[config.mk]
export PLATFORM = sky130hd
export DESIGN_NAME = dot_sequencer
export DESIGN_NICKNAME = d
export VERILOG_FILES = /design/src/rtl/dot_seq_pkg.sv /design/src/rtl/dot_pattern_mem.sv /design/src/rtl/dot_sequencer.sv
export SDC_FILE = /design/constraint.sdc
export NUM_CORES = 1
export LEC_CHECK = 0
export ABC_AREA = 1
export BUFFER_PORTS_ARGS = -buffer_cell sky130_fd_sc_hd__clkbuf_2
export CORE_ASPECT_RATIO = 0.9
export CORE_MARGIN = 3
export CORE_UTILIZATION = 35
export CTS_CLUSTER_SIZE = 20
export DETAILED_ROUTE_END_ITERATION = 8
export PLACE_DENSITY = 0.62
export SLEW_MARGIN = 20
export SYNTH_ARGS = -nofsm -noshare
export SYNTH_HDL_FRONTEND = slang
export SYNTH_SLANG_ARGS = --single-unit
[constraint.sdc]
create_clock -name clock -period 3.2 [get_ports clock]
set_input_delay 0.32 -clock clock [delete_from_list [all_inputs] [get_ports clock]]
set_output_delay 0.32 -clock clock [all_outputs]
set_load 0.005 [all_outputs]
[src/rtl/dot_seq_pkg.sv]
// Shared types and width helpers for the dot step-pattern sequencer.
package dot_seq_pkg;

    typedef enum logic [2:0] {
        S_IDLE,
        S_FETCH,
        S_ACTIVE,
        S_DEAD,
        S_DONE
    } state_e;

    // Address width for a memory of the given depth; never below one bit.
    function automatic int addr_w(input int depth);
        return (depth > 1) ? $clog2(depth) : 1;
    endfunction

endpackage

[src/rtl/dot_pattern_mem.sv]
// DEPTH x NUM_DOTS pattern register file: synchronous write, combinational read.
module dot_pattern_mem #(
    parameter int NUM_DOTS = 8,
    parameter int DEPTH    = 16,
    parameter int AW       = 4
) (
    input  logic                clock,
    input  logic                wr_en,
    input  logic [AW-1:0]       wr_addr,
    input  logic [NUM_DOTS-1:0] wr_data,
    input  logic [AW-1:0]       rd_addr,
    output logic [NUM_DOTS-1:0] rd_data
);

    logic [DEPTH-1:0][NUM_DOTS-1:0] mem_q, mem_d;

    always_comb begin
        mem_d = mem_q;
        if (wr_en) mem_d[wr_addr] = wr_data;
    end

    // Contents are deliberately left out of reset.
    always_ff @(posedge clock) begin
        mem_q <= mem_d;
    end

    assign rd_data = mem_q[rd_addr];

endmodule

[src/rtl/dot_sequencer.sv]
// Plays a stored pattern step by step: FETCH, on-time with outputs enabled,
// optional dead-time with outputs disabled, then the next step.
module dot_sequencer
    import dot_seq_pkg::*;
#(
    parameter int NUM_DOTS = 8,
    parameter int DEPTH    = 16,
    parameter int TIME_W   = 16,
    localparam int AW      = addr_w(DEPTH)
) (
    input  logic                clock,
    input  logic                reset,
    input  logic                wr_en,
    input  logic [AW-1:0]       wr_addr,
    input  logic [NUM_DOTS-1:0] wr_data,
    input  logic [NUM_DOTS-1:0] dot_mask,
    input  logic [AW:0]         step_count,
    input  logic [TIME_W-1:0]   on_time,
    input  logic [TIME_W-1:0]   dead_time,
    input  logic                loop,
    input  logic                start,
    input  logic                stop,
    output logic [NUM_DOTS-1:0] dot_state,
    output logic [NUM_DOTS-1:0] dot_enable,
    output logic                output_enable,
    output logic                busy,
    output logic                done
);

    localparam logic [AW:0]     STEP_ONE = 1;
    localparam logic [TIME_W-1:0] T_ONE  = 1;

    state_e              state_q, state_d;
    logic [AW-1:0]       idx_q, idx_d;
    logic [TIME_W-1:0]   cnt_q, cnt_d;
    logic [NUM_DOTS-1:0] mask_q, mask_d;
    logic [AW:0]         steps_q, steps_d;
    logic [TIME_W-1:0]   on_q, on_d;
    logic [TIME_W-1:0]   dead_q, dead_d;
    logic                loop_q, loop_d;
    logic [NUM_DOTS-1:0] ds_q, ds_d;
    logic [NUM_DOTS-1:0] en_q, en_d;
    logic                oe_q, oe_d;
    logic                done_q, done_d;
    logic                adv;
    logic                last_step;
    logic [NUM_DOTS-1:0] rd_data;

    dot_pattern_mem #(
        .NUM_DOTS (NUM_DOTS),
        .DEPTH    (DEPTH),
        .AW       (AW)
    ) u_mem (
        .clock    (clock),
        .wr_en    (wr_en),
        .wr_addr  (wr_addr),
        .wr_data  (wr_data),
        .rd_addr  (idx_q),
        .rd_data  (rd_data)
    );

    assign last_step = (({1'b0, idx_q} + STEP_ONE) >= steps_q);

    always_comb begin
        state_d = state_q;
        idx_d   = idx_q;
        cnt_d   = cnt_q;
        mask_d  = mask_q;
        steps_d = steps_q;
        on_d    = on_q;
        dead_d  = dead_q;
        loop_d  = loop_q;
        ds_d    = ds_q;
        en_d    = en_q;
        oe_d    = oe_q;
        done_d  = 1'b0;
        adv     = 1'b0;

        case (state_q)
            S_IDLE: begin
                if (start) begin
                    mask_d  = dot_mask;
                    steps_d = step_count;
                    on_d    = on_time;
                    dead_d  = dead_time;
                    loop_d  = loop;
                    idx_d   = '0;
                    if (step_count == '0) begin
                        state_d = S_DONE;
                        done_d  = 1'b1;
                    end else begin
                        state_d = S_FETCH;
                    end
                end
            end
            S_FETCH: begin
                ds_d    = rd_data;
                en_d    = mask_q;
                cnt_d   = (on_q == '0) ? '0 : on_q - T_ONE;
                oe_d    = 1'b1;
                state_d = S_ACTIVE;
            end
            S_ACTIVE: begin
                if (cnt_q != '0) begin
                    cnt_d = cnt_q - T_ONE;
                end else begin
                    oe_d = 1'b0;
                    if (dead_q != '0) begin
                        state_d = S_DEAD;
                        cnt_d   = dead_q - T_ONE;
                    end else begin
                        adv = 1'b1;
                    end
                end
            end
            S_DEAD: begin
                if (cnt_q != '0) cnt_d = cnt_q - T_ONE;
                else             adv   = 1'b1;
            end
            S_DONE:  state_d = S_IDLE;
            default: state_d = S_IDLE;
        endcase

        if (adv) begin
            if (!last_step) begin
                idx_d   = idx_q + 1'b1;
                state_d = S_FETCH;
            end else if (loop_q) begin
                idx_d   = '0;
                state_d = S_FETCH;
            end else begin
                state_d = S_DONE;
                done_d  = 1'b1;
                ds_d    = '0;
                en_d    = '0;
            end
        end

        // Abort wins over everything else, including a same-cycle start.
        if (stop && state_q != S_IDLE) begin
            state_d = S_IDLE;
            idx_d   = '0;
            cnt_d   = '0;
            ds_d    = '0;
            en_d    = '0;
            oe_d    = 1'b0;
            done_d  = 1'b0;
        end
    end

    always_ff @(posedge clock) begin
        if (reset) begin
            state_q <= S_IDLE;
            idx_q   <= '0;
            cnt_q   <= '0;
            mask_q  <= '0;
            steps_q <= '0;
            on_q    <= '0;
            dead_q  <= '0;
            loop_q  <= 1'b0;
            ds_q    <= '0;
            en_q    <= '0;
            oe_q    <= 1'b0;
            done_q  <= 1'b0;
        end else begin
            state_q <= state_d;
            idx_q   <= idx_d;
            cnt_q   <= cnt_d;
            mask_q  <= mask_d;
            steps_q <= steps_d;
            on_q    <= on_d;
            dead_q  <= dead_d;
            loop_q  <= loop_d;
            ds_q    <= ds_d;
            en_q    <= en_d;
            oe_q    <= oe_d;
            done_q  <= done_d;
        end
    end

    assign dot_state     = ds_q;
    assign dot_enable    = en_q;
    assign output_enable = oe_q;
    assign busy          = (state_q != S_IDLE);
    assign done          = done_q;

endmodule

==> results of run 1 <==
-- area by class of cell --
| class | count | area [µm²] |
|---|---|---|
| well taps | 396 | 495 |
| clock inverters | 15 | 175 |
| multi-input cells | 908 | 4300 |
| flip-flops and latches | 215 | 5590 |
| clock buffers | 29 | 619 |
| fillers | 2931 | 17100 |
| inverters | 95 | 357 |
| repair buffers | 99 | 573 |
-- layer usage --
metal | global-route usage | wire, µm | part of all wire | vias to the layer above
met5 | 0 | 0 | 0 | -
met3 | 0.0247 | 1910 | 0.066 | 52
li1 | - | - | - | 4370
met4 | 0.0541 | 900 | 0.031 | 0
met1 | 0.265 | 13800 | 0.48 | 4100
met2 | 0.265 | 12300 | 0.43 | 278
-- power by group --
group | switching [mW] | internal, mW | total (mW) | leakage, nW
combinational | 2.67 | 1.22 | 3.89 | 2.79
sequential | 0.328 | 3.26 | 3.58 | 1.87
clock | 1.17 | 1.63 | 2.80 | 0.382
-- worst max path at each step --
stage | from | endpoint | cells past startpoint | slack (ns)
6_report | idx_q[3] | dot_state[7] | 12 | 0.61
5_1_grt | idx_q[3] | dot_enable[2] | 12 | 0.35
4_1_cts | idx_q[3] | dot_enable[2] | 12 | 0.58
3_5_place_dp | idx_q[3] | dot_enable[2] | 12 | 0.58
3_3_place_gp | idx_q[3] | dot_state[1] | 12 | 0.71
2_1_floorplan | idx_q[3] | dot_state[1] | 14 | 1.05
-- synth_stat cells (4+ instances only) --
cell      instances  area share
nor2_2           10      0.0060
dfxtp_1          87        0.17
nand4_1          14      0.0084
o21ai_0          20      0.0096
a211oi_1         34       0.024
ha_1             11       0.013
nand2_1         367        0.13
o211ai_1          4      0.0029
a21oi_1          25       0.012
o21ai_1          10      0.0048
edfxtp_1        128        0.37
nand3_1         180       0.086
buf_2            24       0.011
clkbuf_1         18      0.0064
mux2i_1           9      0.0086
nor2_1          179       0.064
nand2_4           5      0.0054
nor2_4            4      0.0043
inv_1            92       0.033
nor3_1            7      0.0033
xor2_1           14       0.012
-- worst max-delay path: stages (launching register included) --
cell      delay [ns]
dfxtp_1         0.49
clkinv_1        0.33
xor2_1          0.26
ha_1            0.30
nand2_1         0.09
inv_1           0.05
o21ai_1         0.10
nand3_1         0.10
nor2_1          0.29
nor2_1          0.10
nand3_2         0.12
nand2_4         0.15
nor2_1          0.14
-- cell families after synthesis --
| group | count (synthesis) |
|---|---|
| flip-flops | 215 |
| multiplexers | 9 |
| adder cells (fa/ha/maj) | 11 |
| XOR/XNOR | 15 |
| AO/OA/AOI/OAI | 98 |
| AND/OR/NAND/NOR | 775 |
| buffers and inverters | 143 |
-- sequential cells by signal (all words and copies together) (netlist names) --
name and cells:
dead_q 16, steps_q 5, dot_state 8, state_q 3, cnt_q 16, idx_q 4, on_q 16, output_enable 1
loop_q 1, mask_q 8, done 1, u_mem.mem_q 128, dot_enable 8
-- per-stage QoR --
step,utilization,cells
2_1_floorplan,-,1266
3_5_place_dp,0.385,1705
5_1_grt,0.415,1757
6_report,0.415,1757
3_3_place_gp,0.385,1705
4_1_cts,0.415,1757
==> flow_metrics.tcl, run 1 <==
set metrics [dict create \
    worstSetupPathType "flop to flop" \
    cts_buffer_depth 3 \
    yosys_warnings 0 \
    whs_path_depth 3 \
    crit_fanout 16 \
    cts_tree "yes" \
    wl_per_cell_um 16.5 \
    hold_viol 0 \
    reg2reg_depth 12 \
    power.total_mw 10.3 \
    drc 0 \
    ctsRootBufferMaster "clkbuf_16" \
    coreArea_um2 29200 \
    io_buffer_count 81 \
    finalSetupViolCount 0 \
    grt_max_degree 85 \
    syn-num-nets 1340 \
    finClkSkew_ns 0.0257 \
    ys.flop_type "edfxtp_1" \
    final_nets 1417 \
    wirelength_um 28900 \
    cp-start-kind "flop" \
    worst_setup_path_end_kind "flop" \
    regToRegStartpoint "idx_q[3]" \
    initial_core_util 0.359 \
    slew_viol_final 0 \
    place_ws_ns 0.584 \
    power.leakage_nw 5.04 \
    placed_cell_area_um2 11200 \
    clkTransAtPathRegs_ns 0.06 \
    maxCapViolations 0 \
    layout_commonest_cell "nand2_1" \
    fin_area_um2 12100 \
    ctsHoldBuffers 8 \
    min_to "mask_q[5]" \
    max-slew-margin-rel 0.270 \
    dieHeight_um 170 \
    via_count 8800 \
    synth_top_family_by_area "simple AND/OR/NAND/NOR gates" \
    ctsHtreeMaxLevel 1 \
    synth_cell_type_count 34 \
    post-cts-setup-buffers 0 \
    powerDensity_nw_per_um2 848 \
    antenna_found_initial 0 \
    gp_congestion 0.915 \
    async_flop_share 0 \
    synth-seq-cells 215 \
    hp-class "input pin to flop" \
    tightestPinTransition_ns 1.10 \
    drive_gt1_frac 0.119 \
    syn-instance-count 1266 \
    synthesis.area_um2 10500 \
    hp-start "dot_mask[5]" \
    antenna_left 0 \
    synth_simple_gate_area_frac 0.317 \
    place_hpwl_um 20000 \
    synth_compound_area_frac 0.0591 \
    dieArea_um2 32000 \
    drtPass1Iterations 5 \
    synth_edf_count 128 \
    drt_iter0_drc 728 \
    syn_avg_cell_area_um2 8.27 \
    synthXorXnorAreaFrac 0.0125 \
    grt_setup_unrepaired "no" \
    drt-vias-per-instance 5.01 \
    die_w_um 188 \
    n_antenna_cell 0 \
    final.setup.tns_ns 0 \
    grt_pass1_wl_um 45100 \
    clock_latency_ns 0.55 \
    arrival_ns 3.06 \
    synthToLayoutAreaGrowth_pct 15.6 \
    synth_mux_area_frac 0.00860 \
    ir_worst_vdd_uv 486 \
    hold_ws_ns 0.0185 \
    clock.fmax_ghz 0.386 \
    r2r-end "dot_state[7]" \
    synth_fa_ha_area_frac 0.0131 \
    worst_slack_ns 0.607 \
    grt_pass1_vias 8122 \
    grt_usage 0.177 \
    cp.required_ns 3.66 \
    cts_resized 0 \
    r2r_slack_ns 0.61 \
    post-route-period-util 0.810 \
    period_minus_slack_ns 2.59 \
    yosysSeqAreaShare 0.533 \
    fp-row-count 59 \
    cts_sinks 215 \
    grt_overflow 0 \
    cts_made_buffers 24 \
    final_cell_mix "nand2_1, nand3_1, nor2_1" \
    pin_count 82 \
    status "finished clean" \
]
Power figures use the tool's default switching activity.
==> run 2: changes to the inputs <==
==> constraint.sdc (replaced) <==
create_clock -name clock -period 2.6 [get_ports clock]
set_input_delay 0.26 -clock clock [delete_from_list [all_inputs] [get_ports clock]]
set_output_delay 0.26 -clock clock [all_outputs]
set_load 0.005 [all_outputs]
==> run 2 against run 1 <==
Effect of this change: via count about the same; count of clock-buffer cells in the layout increased by 5; clock power grew 14%; non-clock buffer count is 27 higher; critical path depth did not move; first-iteration DRC count down 13%; sequential share of layout area down 0.82 points; critical endpoint is now dot_state[5]; highest routed layer unchanged.
==> flow_metrics.tcl, run 2 (synthesis results as in run 1) <==
set metrics [dict create \
    reg2reg_depth 12 \
    fin_area_um2 12300 \
    drtPass1Iterations 6 \
    crit_fanout 16 \
    hold_viol 0 \
    min_to "on_q[13]" \
    initial_core_util 0.359 \
    antenna_left 0 \
    grt_pass1_vias 8112 \
    worstSetupPathType "flop to flop" \
    powerDensity_nw_per_um2 1010 \
    cp-start-kind "flop" \
    pin_count 82 \
    drt-vias-per-instance 4.94 \
    layout_commonest_cell "nand2_1" \
    dieHeight_um 170 \
    arrival_ns 2.76 \
    largest_register_ffs 128 \
    ctsHtreeMaxLevel 1 \
    wirelength_um 28500 \
    r2r_slack_ns 0.32 \
    power.total_mw 12.4 \
    period_minus_slack_ns 2.28 \
    regToRegStartpoint "idx_q[0]" \
    synthToLayoutAreaGrowth_pct 17.7 \
    fp-row-count 59 \
    power.leakage_nw 5.15 \
    cts_tree "yes" \
    ir_worst_vdd_uv 585 \
    hp-class "input pin to flop" \
    fillCellCount 2927 \
    final_nets 1444 \
    final.setup.tns_ns 0 \
    slew_viol_final 0 \
    grt_overflow 0 \
    largest-register "u_mem.mem_q" \
    drc 0 \
    clkTransAtPathRegs_ns 0.06 \
    status "finished clean" \
    finClkSkew_ns 0.0237 \
    cts_made_buffers 24 \
    grt_max_degree 72 \
    post-cts-setup-buffers 0 \
    antenna_found_initial 0 \
    drive_gt1_frac 0.120 \
    max-slew-margin-rel 0.413 \
    maxCapViolations 0 \
    drt_iter0_drc 637 \
    grt_pass1_wl_um 45000 \
    io_buffer_count 81 \
    ctsRootBufferMaster "clkbuf_16" \
    tightestPinTransition_ns 0.877 \
    coreArea_um2 29200 \
    cts_buffer_depth 3 \
    worst_setup_path_end_kind "flop" \
    grt_usage 0.175 \
    grt_setup_unrepaired "no" \
    placed_cell_area_um2 11300 \
    final_cell_mix "nand2_1, nand3_1, nor2_1" \
    dieArea_um2 32000 \
    clock_latency_ns 0.54 \
    r2r-end "dot_state[5]" \
    finalSetupViolCount 0 \
    post-route-period-util 0.878 \
    cp.required_ns 3.08 \
    n_antenna_cell 0 \
    gp_congestion 0.914 \
    clock.fmax_ghz 0.438 \
    place_hpwl_um 19500 \
    wl_per_cell_um 16.0 \
    dp_cells 1712 \
    whs_path_depth 3 \
    cts_sinks 215 \
    die_w_um 188 \
    hp-start "on_time[13]" \
    via_count 8805 \
    final_cells 1784 \
]
==> run 2: cell count changes in the layout (fill, tap and decap cells not counted) <==
cell,delta
dlygate4sd3_1,+20
buf_4,+5
bufinv_16,-3
clkbuf_8,+3
clkbuf_1,+2
clkinv_2,-2
buf_12,+1
buf_6,+1
clkinvlp_4,-1
inv_6,+1
==> run 2: layout make-up <==
type,instances,area (µm²),area share
tap,396,495,0.0402
inverter,95,357,0.0289
multi-input combinational,908,4300,0.349
clock buffer,34,668,0.0542
timing repair buffer,126,842,0.0683
clock inverter,10,76.3,0.00619
sequential,215,5590,0.453
==> run 2: critical path, cell delays in order, from the launching register on <==
cell and delay, ns:
dfxtp_2 0.36, ha_1 0.18, xor2_1 0.23, ha_1 0.30
nand2_1 0.08, inv_1 0.04, o21ai_1 0.18, nand3_1 0.10
nor2_1 0.27, nor2_1 0.09, nand3_2 0.12, nand2_4 0.15
nor2_1 0.14
==> run 2: timing repair <==
| item | CTS | global route |
|---|---|---|
| gates resized for setup | 0 | 1 |
| hold buffers | 28 | 0 |
| endpoints found under the setup margin | 0 | 1 |
| endpoints found under the hold margin | 28 | 0 |
==> run 2: worst max-delay path by stage <==
stage	depth (start not counted)	slack (ns)	from	end
6_report	12	0.32	idx_q[0]	dot_state[5]
5_1_grt	12	0.05	idx_q[1]	dot_state[5]
4_1_cts	11	0.22	idx_q[0]	dot_state[5]
3_5_place_dp	11	0.24	idx_q[0]	dot_state[5]
3_3_place_gp	11	0.31	idx_q[0]	dot_state[6]
2_1_floorplan	14	0.45	idx_q[3]	dot_state[1]
==> run 2: report_power, final <==
group | total [mW] | leakage [nW] | internal [mW] | switching [mW]
clock network | 3.20 | 0.360 | 1.80 | 1.40
logic | 4.81 | 2.91 | 1.53 | 3.28
registers | 4.41 | 1.87 | 4.01 | 0.398
==> run 2: through the flow <==
| stage | hold WS (ns) | utilization | worst slack [ns] |
|---|---|---|---|
| 2_1_floorplan | 0.359 | - | 0.452 |
| 3_3_place_gp | 0.459 | 0.388 | 0.309 |
| 3_5_place_dp | 0.460 | 0.388 | 0.239 |
| 4_1_cts | 0.00250 | 0.423 | 0.224 |
| 5_1_grt | 0.0133 | 0.423 | 0.0502 |
| 6_report | 0.0154 | 0.423 | 0.317 |
==> run 2: layer usage <==
metal | share of wire | track usage | vias up | routed length (µm)
li1 | - | - | 4416 | -
met1 | 0.47 | 0.255 | 4091 | 13500
met2 | 0.45 | 0.278 | 248 | 12800
met3 | 0.056 | 0.0243 | 50 | 1610
met4 | 0.021 | 0.0418 | 0 | 603
met5 | 0 | 0 | - | 0
==> run 3: changes to the inputs <==
==> constraint.sdc (replaced) <==
create_clock -name clock -period 2.3 [get_ports clock]
set_input_delay 0.23 -clock clock [delete_from_list [all_inputs] [get_ports clock]]
set_output_delay 0.23 -clock clock [all_outputs]
set_load 0.005 [all_outputs]
==> run 3 against run 2 <==
Effect of this change: maximum frequency grew 7.6%; sequential power grew 13%; combinational power rose by 15%; cell count rose by 1.3%; non-clock buffer count rose by 25; largest cell class unchanged.
==> flow_metrics.tcl, run 3 (synthesis results as in run 1) <==
set metrics [dict create \
    endpoint "idx_q[0]" \
    slew_viol_final 0 \
    gp_congestion 0.896 \
    largest_register_ffs 128 \
    pin_count 82 \
    use_met2 0.290 \
    status "finished clean" \
    top_usage_layer "met2" \
    post-route-period-util 0.923 \
    grt_overflow 0 \
    largest-register "u_mem.mem_q" \
    clock.fmax_ghz 0.471 \
    fillCellCount 2874 \
    p_seq_frac 0.344 \
    clkTransAtPathRegs_ns 0.06 \
    regToRegStartpoint "idx_q[0]" \
    ir_worst_vdd_uv 635 \
    hold_viol 0 \
    finalSetupViolCount 0 \
    ctsRootBufferMaster "clkbuf_16" \
    cts_sinks 215 \
    worstPathCellList "ha_1, xor2_1, ha_1, nand2_1, inv_1, o21ai_1, nand3_1, nor2_1, buf_4, nand2_1, nand2_1, nand2_1, a21oi_1" \
    cts_made_buffers 23 \
    cp.required_ns 2.76 \
    cts_tree "yes" \
    worst_setup_path_end_kind "flop" \
    place_hpwl_um 20000 \
    initial_core_util 0.359 \
    grt_pass1_wl_um 45700 \
    use_met3 0.0227 \
    tightestPinTransition_ns 0.709 \
    dieHeight_um 170 \
    io_buffer_count 81 \
    drtPass1Iterations 6 \
    slowest_delay_ns 0.37 \
    crit_fanout 5 \
    drt_iter0_drc 805 \
    period_minus_slack_ns 2.12 \
    final_cells 1807 \
    multi_input_area_um2 4300 \
    clock_latency_ns 0.54 \
    wirelength_um 29300 \
    coreArea_um2 29200 \
    antenna_left 0 \
    wl_per_cell_um 16.2 \
    post-cts-setup-buffers 0 \
    reg2reg_depth 13 \
    n_antenna_cell 0 \
    drive_gt1_frac 0.133 \
    grt_max_degree 85 \
    cp-start-kind "flop" \
    antenna_found_initial 0 \
    die_w_um 188 \
    maxCapViolations 0 \
    grt_pass1_vias 8540 \
    finClkSkew_ns 0.0111 \
    final_nets 1468 \
    grt_setup_unrepaired "no" \
    layout_commonest_cell "nand2_1" \
    synthToLayoutAreaGrowth_pct 20.3 \
    dp_cells 1729 \
    max-slew-margin-rel 0.526 \
    pwr-share-comb 0.383 \
    power.leakage_nw 5.31 \
    regArea_um2 5590 \
    powerDensity_nw_per_um2 1150 \
    final_cell_mix "nand2_1, nand3_1, nor2_1" \
    use_met1 0.253 \
    switchingPower_mw 5.77 \
    r2r-end "idx_q[0]" \
    drc 0 \
    power.internal_mw 8.73 \
    final.setup.tns_ns 0 \
    cts_buffer_depth 3 \
    cp-startpoint "idx_q[0]" \
    crit_top_cell "nand2_1" \
    r2r_slack_ns 0.18 \
    switching_share 0.398 \
    crit_slowest_cell "dfxtp_2" \
    drt-vias-per-instance 4.95 \
    arrival_ns 2.58 \
    worstSetupPathType "flop to flop" \
    dieArea_um2 32000 \
    p_clk_frac 0.273 \
    grt_usage 0.179 \
    via_count 8938 \
    ctsHtreeMaxLevel 1 \
    hp-class "input pin to flop" \
    fp-row-count 59 \
]
## run 3: cell types whose count changed in the layout (fill, tap and decap cells not counted)
cell,delta
inv_6,-1
clkbuf_8,+1
clkinv_1,-4
clkinvlp_4,-1
clkinv_16,-1
clkinv_4,+1
clkinv_2,+1
dlygate4sd3_1,+8
inv_16,+1
bufinv_16,+3
clkbuf_1,-2
buf_6,-1
buf_4,+18
## run 3: worst max-delay path: cells and delay by family (launching register included)
kind                     cells  cell delay, ns
XOR/XNOR                     1            0.20
adder cells (fa/ha/maj)      2            0.49
AND/OR/NAND/NOR              6            0.53
flip-flops                   1            0.37
buffers and inverters        2            0.20
AO/OA/AOI/OAI                2            0.27
## run 3: how the worst min path moves through the flow
stage	start	cells past startpoint	to	slack [ns]
after floorplan	wr_data[0]	0	u_mem.mem_q[0]	0.33
after global placement	mask_q[1]	2	mask_q[1]	0.46
final	on_time[12]	3	on_q[12]	0.01
after detailed placement	mask_q[3]	2	mask_q[3]	0.46
after CTS	dead_time[0]	3	dead_q[0]	0.004
after global routing	dead_time[0]	3	dead_q[0]	0.02
## run 3: what timing repair did
item,CTS,global route
hold endpoints to repair,36,0
resized for setup,0,0
hold buffers,36,0
## run 3: per-stage QoR
| stage | total power, mW | hold slack [ns] | worst slack (ns) | instance area, µm² | utilization |
|---|---|---|---|---|---|
| after floorplan | 8.95 | 0.329 | 0.152 | 10500 | - |
| after global placement | 10.4 | 0.457 | 0.285 | 11400 | 0.392 |
| after CTS | 14.5 | 0.00362 | 0.193 | 12600 | 0.432 |
| after global routing | 15.4 | 0.0188 | 0.0320 | 12600 | 0.432 |
| after detailed placement | 10.5 | 0.457 | 0.216 | 11400 | 0.392 |
| final | 14.5 | 0.0129 | 0.178 | 12600 | 0.432 |
## run 3: cell type report
type                            count  area share
Inverter                           95      0.0283
Tap cell                          396      0.0393
Timing Repair Buffer              151      0.0830
Sequential cell                   215       0.443
Clock buffer                       33      0.0535
Clock inverter                      9      0.0110
Multi-Input combinational cell    908       0.341
## run 3: per-layer routing
metal	share of wire	wire [µm]	vias to the layer above
met5	0	0	-
met4	0.021	627	0
met3	0.060	1770	45
met2	0.45	13300	270
met1	0.46	13600	4161
li1	-	-	4462
## run 3: power by group through the flow
stage               clock, mW  sequential (mW)  combinational, mW
global route             4.18             5.04               6.23
finish                   3.96             4.99               5.55
floorplan                   0             4.91               4.04
detailed placement          0             5.05               5.41
global placement            0             5.06               5.36
CTS                      4.05             4.98               5.49
